<file path="src/rtl/pwm_action_dead_band_if.sv">
// Signal bundle between the PWM timebase/register block and the action/dead-band output stage.
interface pwm_action_dead_band_if #(
  parameter int CTR_W = 12,
  parameter int DB_W  = 8
);
  logic             out_en;
  logic [CTR_W-1:0] ctr;
  logic             ctr_0;
  logic             cmp_wr;
  logic [CTR_W-1:0] cmp_data;
  logic             db_wr;
  logic [DB_W-1:0]  db_data;
  logic             pwm_a;
  logic             pwm_b;
  logic [CTR_W-1:0] cmp_active;
  logic             cmp_evt;
  logic             zero_evt;

  modport master (
    output out_en, ctr, ctr_0, cmp_wr, cmp_data, db_wr, db_data,
    input  pwm_a, pwm_b, cmp_active, cmp_evt, zero_evt
  );

  modport slave (
    input  out_en, ctr, ctr_0, cmp_wr, cmp_data, db_wr, db_data,
    output pwm_a, pwm_b, cmp_active, cmp_evt, zero_evt
  );
endinterface

</file>
<file path="src/rtl/pwm_action_dead_band.sv">
// PWM action stage: shadowed duty compare builds a raw waveform, which a dead-band FSM
// turns into complementary high/low-side drives that are never on together.
module pwm_action_dead_band #(
  parameter int CTR_W = 12,
  parameter int DB_W  = 8
) (
  input logic                  clk,
  input logic                  rst_n,
  pwm_action_dead_band_if.slave bus
);

  typedef enum logic [2:0] {
    ST_OFF,
    ST_LOW,
    ST_RISE_DLY,
    ST_HIGH,
    ST_FALL_DLY
  } state_t;

  state_t           state_reg;
  logic [CTR_W-1:0] cmp_shadow_reg;
  logic [CTR_W-1:0] cmp_active_reg;
  logic [CTR_W-1:0] eff_cmp;
  logic [DB_W-1:0]  db_reg;
  logic [DB_W-1:0]  dly_cnt_reg;
  logic             raw_reg;
  logic             raw_next;
  logic             match;
  logic             pwm_a_reg;
  logic             pwm_b_reg;
  logic             cmp_evt_reg;
  logic             zero_evt_reg;

  // On the zero cycle the shadow value is the one becoming active, so match against it.
  assign eff_cmp = bus.ctr_0 ? cmp_shadow_reg : cmp_active_reg;
  assign match   = (bus.ctr == eff_cmp);

  always_comb begin
    raw_next = raw_reg;
    if (!bus.out_en)
      raw_next = 1'b0;
    else if (match)
      raw_next = 1'b0;
    else if (bus.ctr_0)
      raw_next = 1'b1;
  end

  always_ff @(posedge clk or negedge rst_n) begin
    if (!rst_n) begin
      cmp_shadow_reg <= '0;
      cmp_active_reg <= '0;
      db_reg         <= '0;
      raw_reg        <= 1'b0;
      cmp_evt_reg    <= 1'b0;
      zero_evt_reg   <= 1'b0;
    end else begin
      if (bus.cmp_wr)
        cmp_shadow_reg <= bus.cmp_data;
      if (bus.ctr_0)
        cmp_active_reg <= cmp_shadow_reg;
      if (bus.db_wr)
        db_reg <= bus.db_data;
      raw_reg      <= raw_next;
      cmp_evt_reg  <= match;
      zero_evt_reg <= bus.ctr_0;
    end
  end

  // Drive outputs are updated together with the state so they always mirror it.
  always_ff @(posedge clk or negedge rst_n) begin
    if (!rst_n) begin
      state_reg   <= ST_OFF;
      dly_cnt_reg <= '0;
      pwm_a_reg   <= 1'b0;
      pwm_b_reg   <= 1'b0;
    end else if (!bus.out_en) begin
      state_reg <= ST_OFF;
      pwm_a_reg <= 1'b0;
      pwm_b_reg <= 1'b0;
    end else begin
      case (state_reg)
        ST_OFF: begin
          state_reg <= ST_LOW;
          pwm_a_reg <= 1'b0;
          pwm_b_reg <= 1'b1;
        end
        ST_LOW: begin
          if (raw_reg) begin
            pwm_b_reg <= 1'b0;
            if (db_reg == '0) begin
              state_reg <= ST_HIGH;
              pwm_a_reg <= 1'b1;
            end else begin
              state_reg   <= ST_RISE_DLY;
              dly_cnt_reg <= db_reg;
              pwm_a_reg   <= 1'b0;
            end
          end
        end
        ST_RISE_DLY: begin
          if (!raw_reg) begin
            state_reg <= ST_LOW;
            pwm_a_reg <= 1'b0;
            pwm_b_reg <= 1'b1;
          end else if (dly_cnt_reg == DB_W'(1)) begin
            state_reg <= ST_HIGH;
            pwm_a_reg <= 1'b1;
            pwm_b_reg <= 1'b0;
          end else begin
            dly_cnt_reg <= dly_cnt_reg - 1'b1;
          end
        end
        ST_HIGH: begin
          if (!raw_reg) begin
            pwm_a_reg <= 1'b0;
            if (db_reg == '0) begin
              state_reg <= ST_LOW;
              pwm_b_reg <= 1'b1;
            end else begin
              state_reg   <= ST_FALL_DLY;
              dly_cnt_reg <= db_reg;
              pwm_b_reg   <= 1'b0;
            end
          end
        end
        ST_FALL_DLY: begin
          if (raw_reg) begin
            state_reg <= ST_HIGH;
            pwm_a_reg <= 1'b1;
            pwm_b_reg <= 1'b0;
          end else if (dly_cnt_reg == DB_W'(1)) begin
            state_reg <= ST_LOW;
            pwm_a_reg <= 1'b0;
            pwm_b_reg <= 1'b1;
          end else begin
            dly_cnt_reg <= dly_cnt_reg - 1'b1;
          end
        end
        default: begin
          state_reg <= ST_OFF;
          pwm_a_reg <= 1'b0;
          pwm_b_reg <= 1'b0;
        end
      endcase
    end
  end

  assign bus.pwm_a      = pwm_a_reg;
  assign bus.pwm_b      = pwm_b_reg;
  assign bus.cmp_active = cmp_active_reg;
  assign bus.cmp_evt    = cmp_evt_reg;
  assign bus.zero_evt   = zero_evt_reg;

endmodule
</file>
<file path="src/flat_wrapper.sv">
// flat-port wrapper written by rule: the top's interface ports become plain ports
module pwm_action_dead_band_flat 
#(
  parameter int CTR_W = 12,
  parameter int DB_W  = 8
)
  (clk, rst_n, bus_out_en, bus_ctr, bus_ctr_0, bus_cmp_wr, bus_cmp_data, bus_db_wr, bus_db_data, bus_pwm_a, bus_pwm_b, bus_cmp_active, bus_cmp_evt, bus_zero_evt);
  pwm_action_dead_band_if #(.CTR_W(CTR_W), .DB_W(DB_W)) bus_i ();
  input logic clk;
  input logic rst_n;
  input wire logic [$bits(bus_i.out_en)-1:0] bus_out_en;
  input wire logic [$bits(bus_i.ctr)-1:0] bus_ctr;
  input wire logic [$bits(bus_i.ctr_0)-1:0] bus_ctr_0;
  input wire logic [$bits(bus_i.cmp_wr)-1:0] bus_cmp_wr;
  input wire logic [$bits(bus_i.cmp_data)-1:0] bus_cmp_data;
  input wire logic [$bits(bus_i.db_wr)-1:0] bus_db_wr;
  input wire logic [$bits(bus_i.db_data)-1:0] bus_db_data;
  output wire logic [$bits(bus_i.pwm_a)-1:0] bus_pwm_a;
  output wire logic [$bits(bus_i.pwm_b)-1:0] bus_pwm_b;
  output wire logic [$bits(bus_i.cmp_active)-1:0] bus_cmp_active;
  output wire logic [$bits(bus_i.cmp_evt)-1:0] bus_cmp_evt;
  output wire logic [$bits(bus_i.zero_evt)-1:0] bus_zero_evt;
  assign bus_i.out_en = bus_out_en;
  assign bus_i.ctr = bus_ctr;
  assign bus_i.ctr_0 = bus_ctr_0;
  assign bus_i.cmp_wr = bus_cmp_wr;
  assign bus_i.cmp_data = bus_cmp_data;
  assign bus_i.db_wr = bus_db_wr;
  assign bus_i.db_data = bus_db_data;
  assign bus_pwm_a = bus_i.pwm_a;
  assign bus_pwm_b = bus_i.pwm_b;
  assign bus_cmp_active = bus_i.cmp_active;
  assign bus_cmp_evt = bus_i.cmp_evt;
  assign bus_zero_evt = bus_i.zero_evt;
  pwm_action_dead_band #(.CTR_W(CTR_W), .DB_W(DB_W)) u_core (.clk(clk), .rst_n(rst_n), .bus(bus_i));
endmodule
</file>
<file path="config.mk">
export PLATFORM = sky130hd
export DESIGN_NAME = pwm_action_dead_band_flat
export DESIGN_NICKNAME = d
export VERILOG_FILES = /design/src/rtl/pwm_action_dead_band_if.sv /design/src/rtl/pwm_action_dead_band.sv /design/src/flat_wrapper.sv
export SDC_FILE = /design/constraint.sdc
export NUM_CORES = 1
export LEC_CHECK = 0
export CORE_MARGIN = 4
export CORE_UTILIZATION = 45
export CTS_CLUSTER_SIZE = 24
export DETAILED_ROUTE_END_ITERATION = 8
export HOLD_SLACK_MARGIN = 0.12
export PLACE_DENSITY = 0.76
export REMOVE_ABC_BUFFERS = 1
export SKIP_LAST_GASP = 1
export SYNTH_ARGS = -nofsm -noshare
export SYNTH_HDL_FRONTEND = slang
export SYNTH_SLANG_ARGS = --single-unit
</file>
<file path="constraint.sdc">
create_clock -name clk -period 1.8 [get_ports clk]
set_input_delay 0.36 -clock clk [delete_from_list [all_inputs] [get_ports clk]]
set_output_delay 0.36 -clock clk [all_outputs]
set_load 0.005 [all_outputs]
</file>
* After elaboration in Yosys (flattened, before gate mapping)
Index checks and enable logic that the tools add are counted.
** Storage, ports and cells
- Register bits :: 48
- Bits of input ports :: 38
- Output and inout port bits :: 16
- Word-level logic and storage cells :: 67
** Operators by class
- Add/sub/neg operators :: 1
- Equal/unequal tests :: 15
- Mux-type cells :: 36
- Reductions and logical operators :: 5
** Operators by type and width (number)
- 2-to-1 mux 8 bit :: 6
- one-hot mux 8 bit (4 select lines) :: 1
- 2-to-1 mux 3 bit :: 8
- 2-to-1 mux 1 bit :: 17
- one-hot mux 3 bit (5 select lines) :: 1
- == test 12 bit :: 1
- 2-to-1 mux 12 bit :: 1
- == test 8 x 1 -> 1 bit, second input constant :: 1
- zero test 8 bit :: 1
- subtractor 8 x 1 -> 8 bit, second input constant :: 1
- == test 3 x 2 -> 1 bit, second input constant :: 2
- AND reduction 6 bit :: 1
- one-hot mux 1 bit (5 select lines) :: 1
- != test 2 x 1 -> 1 bit, second input constant :: 2
- != test 2 bit, second input constant :: 2
- != test 4 x 2 -> 1 bit, second input constant :: 1
- != test 4 bit, second input constant :: 1
- one-hot mux 1 bit (4 select lines) :: 1
- AND reduction 4 bit :: 1
- nonzero test 4 bit :: 1
- == test 3 x 1 -> 1 bit, second input constant :: 1
- == test 3 bit, second input constant :: 1
- zero test 3 bit :: 1
- != test 3 x 1 -> 1 bit, second input constant :: 1
- other kinds (2) :: 2

* Depth between registers and ports, before layout
Gate-level depths: netlist of the first run.
- Depth after elaboration :: 5
- Depth in mapped cells :: 8

* Worst setup path before layout of the first run
OpenSTA, ideal clock, no wires.
- Path kind :: reg2reg
- Start point :: register u_core.dly_cnt_reg[1]
- End point :: register u_core.dly_cnt_reg[0]
- Arrival :: 1604 ps
- Required time :: 1676 ps
- Path slack :: 72 ps
- Stages on the path, launching flop included :: 8
- Path buffers :: 0
- Cell sequence :: dfrtp_1 -> inv_1 -> ha_1 -> nor3b_1 -> a211oi_2 -> o221ai_4 -> nor3_1 -> a211o_1
** On the way
- Word-level cells in the longest chain between the ends :: 4
- Elaborated cells on any way between the ends :: 5
** RTL lines
- start, declared :: RTL line pwm_action_dead_band.sv:25 : logic [DB_W-1:0] dly_cnt_reg;
- start signal, assigned :: RTL line pwm_action_dead_band.sv:95 : dly_cnt_reg <= db_reg;
- start signal, assigned :: RTL line pwm_action_dead_band.sv:110 : dly_cnt_reg <= dly_cnt_reg - 1'b1;
- start signal, assigned :: RTL line pwm_action_dead_band.sv:121 : dly_cnt_reg <= db_reg;
- == test 8 x 1 -> 1 bit (*) :: RTL line pwm_action_dead_band.sv:105, pwm_action_dead_band.sv:131
- 2-to-1 mux 8 bit (*)
- 2-to-1 mux 8 bit (on tied branches)
- one-hot mux 8 bit (4 select lines) (*)
Every way passes the cells marked *; elsewhere a longest branch is shown, timed or not. The select of a mux whose other input is x is not followed.
A chain may end at the register's enable or synchronous reset.

* Final worst setup path of the first run
- Start point :: register u_core.state_reg[2]
- End point :: register u_core.dly_cnt_reg[1]
** On the way
- Word-level cells in the longest chain between the ends :: 3
- Elaborated cells on any way between the ends :: 11
** RTL lines
- start, declared :: RTL line pwm_action_dead_band.sv:20 : state_t state_reg;
- start signal, assigned :: RTL line pwm_action_dead_band.sv:72 : state_reg <= ST_OFF;
- start signal, assigned :: RTL line pwm_action_dead_band.sv:77 : state_reg <= ST_OFF;
- start signal, assigned :: RTL line pwm_action_dead_band.sv:83 : state_reg <= ST_LOW;
- == test 3 bit, or another cell as far along :: RTL line pwm_action_dead_band.sv:81 : case (state_reg)
- != test 2 bit (no line), or another cell as far along
- AND reduction 6 bit (no line)
Parallel ways exist; a longest one is shown, timed or not.

==> run_results.csv, run 1 <==
group,metric,value,unit
placement,placed_cell_area,0.00313,mm²
global_route,grt_overflow,0,
sta,final_max_slew_viol_count,0,
floorplanning,ios,54,
sta,fin_skew,11.9,ps
sta,maxClockFrequency,564,MHz
synth,yosysWarnings,0,
critical_path,start_kind,"register",
placement,gp_congestion,0.857,
worst_hold_path,hold_depth,2,
sta,slew_headroom,75.9,%
critical_path,worst-path-max-fanout,8,
floorplanning,chipHeight,80.1,µm
global_route,grt_usage,18.1,%
routing,ant_nets,0,
sta,setup_slack,28.5,ps
global_route,antenna_found_initial,0,
run_status,outcome,"finished clean",
global_route,grt_pass1_vias,1920,
floorplanning,die-area,0.00642,mm²
routing,vias_per_cell,5.29,
clock_network,cts.sinks,48,
sta,rsz0062_at_grt,"true",
finish,fin_area,0.00347,mm²
worst_hold_path,hold_end,"u_core.bus.zero_evt",
synth,synth-seq-cells,48,
run,maxCapViolCount,0,
placement,port_buffers,53,
synth,ys_types,43,
pwr,ir_drop,575,µV
placement,hpwl,3.63,mm
global_route,grt_pass1_wl,8.93,mm
pwr,p_per_area,919,mW/mm²
sta,fin_crit_sh,98.4,%
routing,vias,1845,
pwr,leakagePower,0.00146,µW
clock_network,clk_pin_slew,100,ps
routing,dr_wl_met3,409,µm
sta,hold_violations,0,
synth,ys_seq_area_share,51.3,%
synth,avgSynthCellArea,11.9,µm²
critical_path,worstSetupEndpointType,"register",
routing,drtIter0Drc,212,
placement,pre_cts_ws,-438,ps
routing,dr_wl_met2,2.67,mm
routing,drc,0,
routing,routedWlPerCell,15.9,µm
routing,drtPass1Iterations,4,
critical_path,critPathKind,"register to register",
critical_path,rr_startpoint,"u_core.state_reg[2]",
critical_path,crit_arrival,1960,ps
synth,syn_area,0.00234,mm²
global_route,grt_max_degree,49,
finish,drive_above_1_share,33.7,%
sta,period_minus_slack,1770,ps
critical_path,r2r_end,"u_core.dly_cnt_reg[1]",
finish,diodes,0,
sta,max_slew.worst_pin.slew,361,ps
clock_network,htree_levels,2,
floorplanning,row_count,25,
routing,highest_layer,"met4",
worst_hold_path,hp-start,"bus_ctr_0",
floorplanning,die_w,80.1,µm
worst_hold_path,holdCritPathClass,"primary input to register",
routing,totalWireLength,5.55,mm
finish,final_common_cell,"clkdlybuf4s50_1",
sta,setup-violations-final,0,
critical_path,reg2reg_slack,30,ps
placement,placedCellCount,334,
critical_path,r2r_cells,7,
floorplanning,fp.coreArea,0.00488,mm²
clock_network,root_buffer,"clkbuf_8",
synth,syn_inst,197,
clock_network,clock_latency,300,ps
floorplanning,initial_core_util,47.9,%
clock_network,cts_tree,"yes",
finish,final_nets,322,
clock_network,cts_buffer_depth,2,
critical_path,cp.required,1990,ps
routing,wl_met1,2.37,mm
finish,fill_cells,349,
finish,stdcell_count,349,
clock_network,numCtsBuffers,5,
finish,area_delta_synth_final,48.2,%
finish,final_cell_mix,"clkdlybuf4s50_1 (51), dfrtp_1 (46), mux2_2 (28)",
## metrics by stage
| stage | total power, µW | hold WS [ps] | setup TNS, ps | utilization, % |
|---|---|---|---|---|
| 2_1_floorplan | 1720 | 64.4 | -35.4 | - |
| 3_3_place_gp | 2150 | 363 | -1590 | 64.1 |
| 3_5_place_dp | 2170 | 365 | -1530 | 64.1 |
| 4_1_cts | 3110 | 514 | -4.09 | 68.9 |
| 5_1_grt | 3340 | 484 | -208 | 71.1 |
| 6_report | 3190 | 491 | 0 | 71.1 |
## critical path, cell delays in order, from the launching register on
cell and delay (ps):
dfrtp_1 430, buf_4 200, nand2b_1 220, a21oi_4 230, o221ai_4 200, buf_6 180
a211oi_2 130, a21oi_1 60
## how the worst max path moves through the flow
| stage | from | endpoint | slack [ps] | cells after the start |
|---|---|---|---|---|
| after floorplan | u_core.dly_cnt_reg[1] | u_core.dly_cnt_reg[0] | -40 | 7 |
| after global placement | bus_ctr_0 | u_core.raw_reg | -430 | 7 |
| after detailed placement | bus_ctr_0 | u_core.raw_reg | -440 | 7 |
| after CTS | u_core.dly_cnt_reg[1] | u_core.dly_cnt_reg[0] | -4 | 7 |
| after global routing | u_core.dly_cnt_reg[1] | u_core.dly_cnt_reg[0] | -90 | 7 |
| final | u_core.state_reg[2] | u_core.dly_cnt_reg[1] | 30 | 7 |
## Yosys cell counts (all sizes together)
cell / number / area, µm²
a211o: 1 / 8.76
a211oi: 2 / 20.0
a21o: 1 / 7.51
a21oi: 11 / 55.1
a22oi: 1 / 7.51
a31oi: 1 / 6.26
and2: 1 / 6.26
and3: 1 / 6.26
buf: 9 / 58.8
clkbuf: 1 / 3.75
dfrtp: 48 / 1200
ha: 2 / 25.0
inv: 4 / 15.0
maj3: 1 / 10.0
mux2: 32 / 375
nand2: 7 / 26.3
nand2b: 2 / 12.5
nand3b: 2 / 15.0
nor2: 14 / 52.6
nor3: 5 / 25.0
nor3b: 3 / 22.5
nor4: 6 / 52.6
nor4b: 1 / 8.76
o211ai: 1 / 7.51
o21a: 1 / 7.51
o21ai: 14 / 70.1
o21bai: 2 / 15.0
o221ai: 1 / 26.3
o22ai: 1 / 6.26
o311a: 2 / 20.0
o32ai: 1 / 8.76
o41a: 1 / 11.3
or2: 1 / 6.26
or4: 1 / 7.51
xnor2: 2 / 17.5
xor2: 13 / 114
## where the power goes
part	leakage, µW	internal (µW)	switching [µW]
clock network	0.0000642	547	365
registers	0.000574	1230	131
logic	0.000818	529	382
total	0.00146	2310	878
## timing repair
| item | CTS | global route |
|---|---|---|
| endpoints found under the setup margin | 10 | 11 |
| resized for setup | 7 | 23 |
| hold buffers | 1 | 0 |
| buffers inserted | 3 | 2 |
| gates cloned | 2 | 0 |
| endpoints found under the hold margin | 48 | 0 |
| pin swaps | 4 | 10 |
## logic make-up (layout without fill, tap and decap cells)
family / after synthesis / after routing / synth area share (%)
multiplexers: 32 / 32 / 16.0
AO/OA/AOI/OAI: 41 / 42 / 11.9
buffers and inverters: 14 / 98 / 3.31
XOR/XNOR: 15 / 15 / 5.62
flip-flops: 48 / 48 / 51.3
AND/OR/NAND/NOR: 44 / 44 / 10.3
adder cells (fa/ha/maj): 3 / 3 / 1.50
## layout make-up
type | instances | area (µm²) | area share [%]
flip-flops and latches | 48 | 1200 | 34.7
well taps | 67 | 83.8 | 2.42
clock buffers | 5 | 68.8 | 1.98
clock inverters | 2 | 60.1 | 1.73
repair buffers | 87 | 848 | 24.5
multi-input cells | 136 | 1190 | 34.2
inverters | 4 | 15.0 | 0.433
## layer usage
metal / track usage (%) / vias to the layer above
met1: 23.4 / 879
met2: 29.9 / 72
met3: 4.82 / 11
li1: - / 883
met4: 5.41 / 0
met5: 0 / -
Power figures use the tool's default switching activity.
==> run 2, diff against run 1 <==
CORE_MARGIN = 10   (was 4)
MAX_ROUTING_LAYER = met4   (was not set)
==> run_results.csv, run 2 (same netlist as run 1, synthesis figures left out) <==
group,metric,value,unit
run_status,outcome,"finished clean",
critical_path,critPathKind,"register to register",
pwr,clockPowerShare,22.5,%
global_route,met3_usage,3.75,%
critical_path,worst-path-max-fanout,5,
routing,routedWlPerCell,16.5,µm
critical_path,worst-path-stages,8,
critical_path,worst_path_dominant_cell_family,"compound AO/OA/AOI/OAI gates",
clock_network,numCtsBuffers,5,
sta,tns,0,ps
global_route,grt_max_degree,49,
critical_path,rr_startpoint,"u_core.dly_cnt_reg[1]",
finish,final_cell_mix,"clkdlybuf4s50_1 (51), dfrtp_1 (46), buf_4 (29)",
pwr,p_per_area,852,mW/mm²
finish,seqCellArea,0.00120,mm²
pwr,switchingPower,891,µW
finish,area_delta_synth_final,46.0,%
sta,max_slew.worst_pin.slew,366,ps
floorplanning,chipHeight,92.1,µm
finish,final_nets,325,
routing,ant_nets,0,
pwr,ir_drop,494,µV
floorplanning,initial_core_util,46.1,%
clock_network,cts_buffer_depth,2,
finish,final_common_cell,"clkdlybuf4s50_1",
critical_path,slowest_delay,380,ps
floorplanning,row_count,26,
global_route,grt_pass1_wl,9.16,mm
floorplanning,ios,54,
global_route,top_usage_layer,"met2",
routing,totalWireLength,5.88,mm
critical_path,crit_chain,"inv_2 -> ha_4 -> nor3b_4 -> a211oi_4 -> o221ai_4 -> buf_6 -> o21ai_1 -> o21ai_1",
floorplanning,fp.coreArea,0.00507,mm²
critical_path,cpMostUsedCell,"o21ai_1",
sta,setup-violations-final,0,
worst_hold_path,hold_end,"u_core.cmp_shadow_reg[4]",
worst_hold_path,hp-start,"u_core.cmp_shadow_reg[4]",
critical_path,r2r_cells,8,
pwr,leakagePower,0.00143,µW
sta,slew_headroom,75.5,%
clock_network,root_buffer,"clkbuf_8",
placement,port_buffers,53,
routing,vias_per_cell,5.31,
clock_network,clock_latency,300,ps
critical_path,crit_arrival,1970,ps
critical_path,worstSetupEndpointType,"register",
finish,multi_input_area,0.00116,mm²
global_route,grt_usage,13.3,%
global_route,use_met1,16.4,%
finish,drive_above_1_share,32.9,%
routing,drtPass1Iterations,4,
pwr,swShare,30.6,%
global_route,grtUsageMet2,21.6,%
run,maxCapViolCount,0,
sta,maxClockFrequency,561,MHz
global_route,grt_overflow,0,
clock_network,cts.sinks,48,
sta,fin_skew,4.55,ps
clock_network,clk_pin_slew,90,ps
finish,fill_cells,405,
critical_path,reg2reg_slack,20,ps
routing,vias,1889,
critical_path,cp.required,1990,ps
placement,gp_congestion,0.890,
placement,hpwl,4.02,mm
pwr,totalPowerFinal,2910,µW
critical_path,cp_slowest_cell,"dfrtp_1",
placement,placed_cell_area,0.00312,mm²
sta,final_max_slew_viol_count,0,
floorplanning,die-area,0.00848,mm²
pwr,power_frac_comb,30.2,%
worst_hold_path,holdCritPathClass,"register to register",
critical_path,r2r_end,"u_core.dly_cnt_reg[5]",
finish,diodes,0,
sta,setup_slack,17.1,ps
routing,drc,0,
global_route,antenna_found_initial,0,
worst_hold_path,hold_depth,1,
global_route,grt_pass1_vias,1943,
critical_path,start_kind,"register",
sta,hold_violations,0,
pwr,intPower,2020,µW
finish,utilization,67.3,%
sta,fin_crit_sh,99.0,%
critical_path,critPathBufInv,2,
finish,fin_area,0.00342,mm²
pwr,seqPwrFrac,47.3,%
floorplanning,die_w,92.1,µm
routing,drtIter0Drc,151,
clock_network,cts_tree,"yes",
placement,pre_cts_ws,-454,ps
sta,period_minus_slack,1780,ps
clock_network,htree_levels,2,
## run 2: repair_timing
item | 4_1_cts | 5_1_grt
resized for setup | 8 | 19
endpoints found under the setup margin | 10 | 9
pin swaps | 3 | 9
gates cloned | 0 | 1
endpoints found under the hold margin | 48 | 0
hold buffers | 1 | 0
setup buffers | 5 | 5
## run 2: through the flow
step | instances | hold slack [ps]
2_1_floorplan | 187 | 64.4
3_3_place_gp | 336 | 366
3_5_place_dp | 336 | 364
4_1_cts | 350 | 517
5_1_grt | 356 | 533
6_report | 356 | 514
## run 2: worst max path at each step
stage	to	slack, ps	start
after global routing	u_core.dly_cnt_reg[5]	-40	u_core.dly_cnt_reg[1]
final	u_core.dly_cnt_reg[5]	20	u_core.dly_cnt_reg[1]
after floorplan	u_core.dly_cnt_reg[0]	-40	u_core.dly_cnt_reg[1]
after global placement	u_core.raw_reg	-430	bus_ctr_0
after detailed placement	u_core.raw_reg	-450	bus_ctr_0
after CTS	u_core.dly_cnt_reg[1]	-30	u_core.dly_cnt_reg[1]
## run 2: metal layers
| layer | vias up | wire length (µm) |
|---|---|---|
| met5 | - | 0 |
| met1 | 930 | 2640 |
| li1 | 889 | - |
| met2 | 64 | 2890 |
| met4 | 0 | 46 |
| met3 | 6 | 303 |
## run 2: layout make-up
cell class                 instances  share of cell area [%]
timing repair buffer              90                    25.2
clock buffer                       5                    2.01
clock inverter                     3                   0.623
tap                               70                    2.56
sequential                        48                    35.2
inverter                           4                   0.440
multi-input combinational        136                    33.9
## run 2: power by group through the flow
stage / clock [µW] / combinational [µW] / sequential [µW]
after floorplan: 0 / 355 / 1370
after global placement: 0 / 773 / 1370
after detailed placement: 0 / 792 / 1370
after CTS: 669 / 813 / 1350
after global routing: 717 / 964 / 1400
final: 656 / 880 / 1380
## run 2: worst register-to-register path, delay by kind of cell, from the launching register on
family | cells | cell delay, ps
compound gates | 4 | 770
flops | 1 | 380
buf+inv | 2 | 230
fa+ha+maj | 1 | 150
simple gates | 1 | 150
==> run 3, diff against run 2 <==
CTS_CLUSTER_DIAMETER = 30   (was not set)
==> results of run 3 <==
No change in the layout: final DEF, timing and power equal those of run 2.
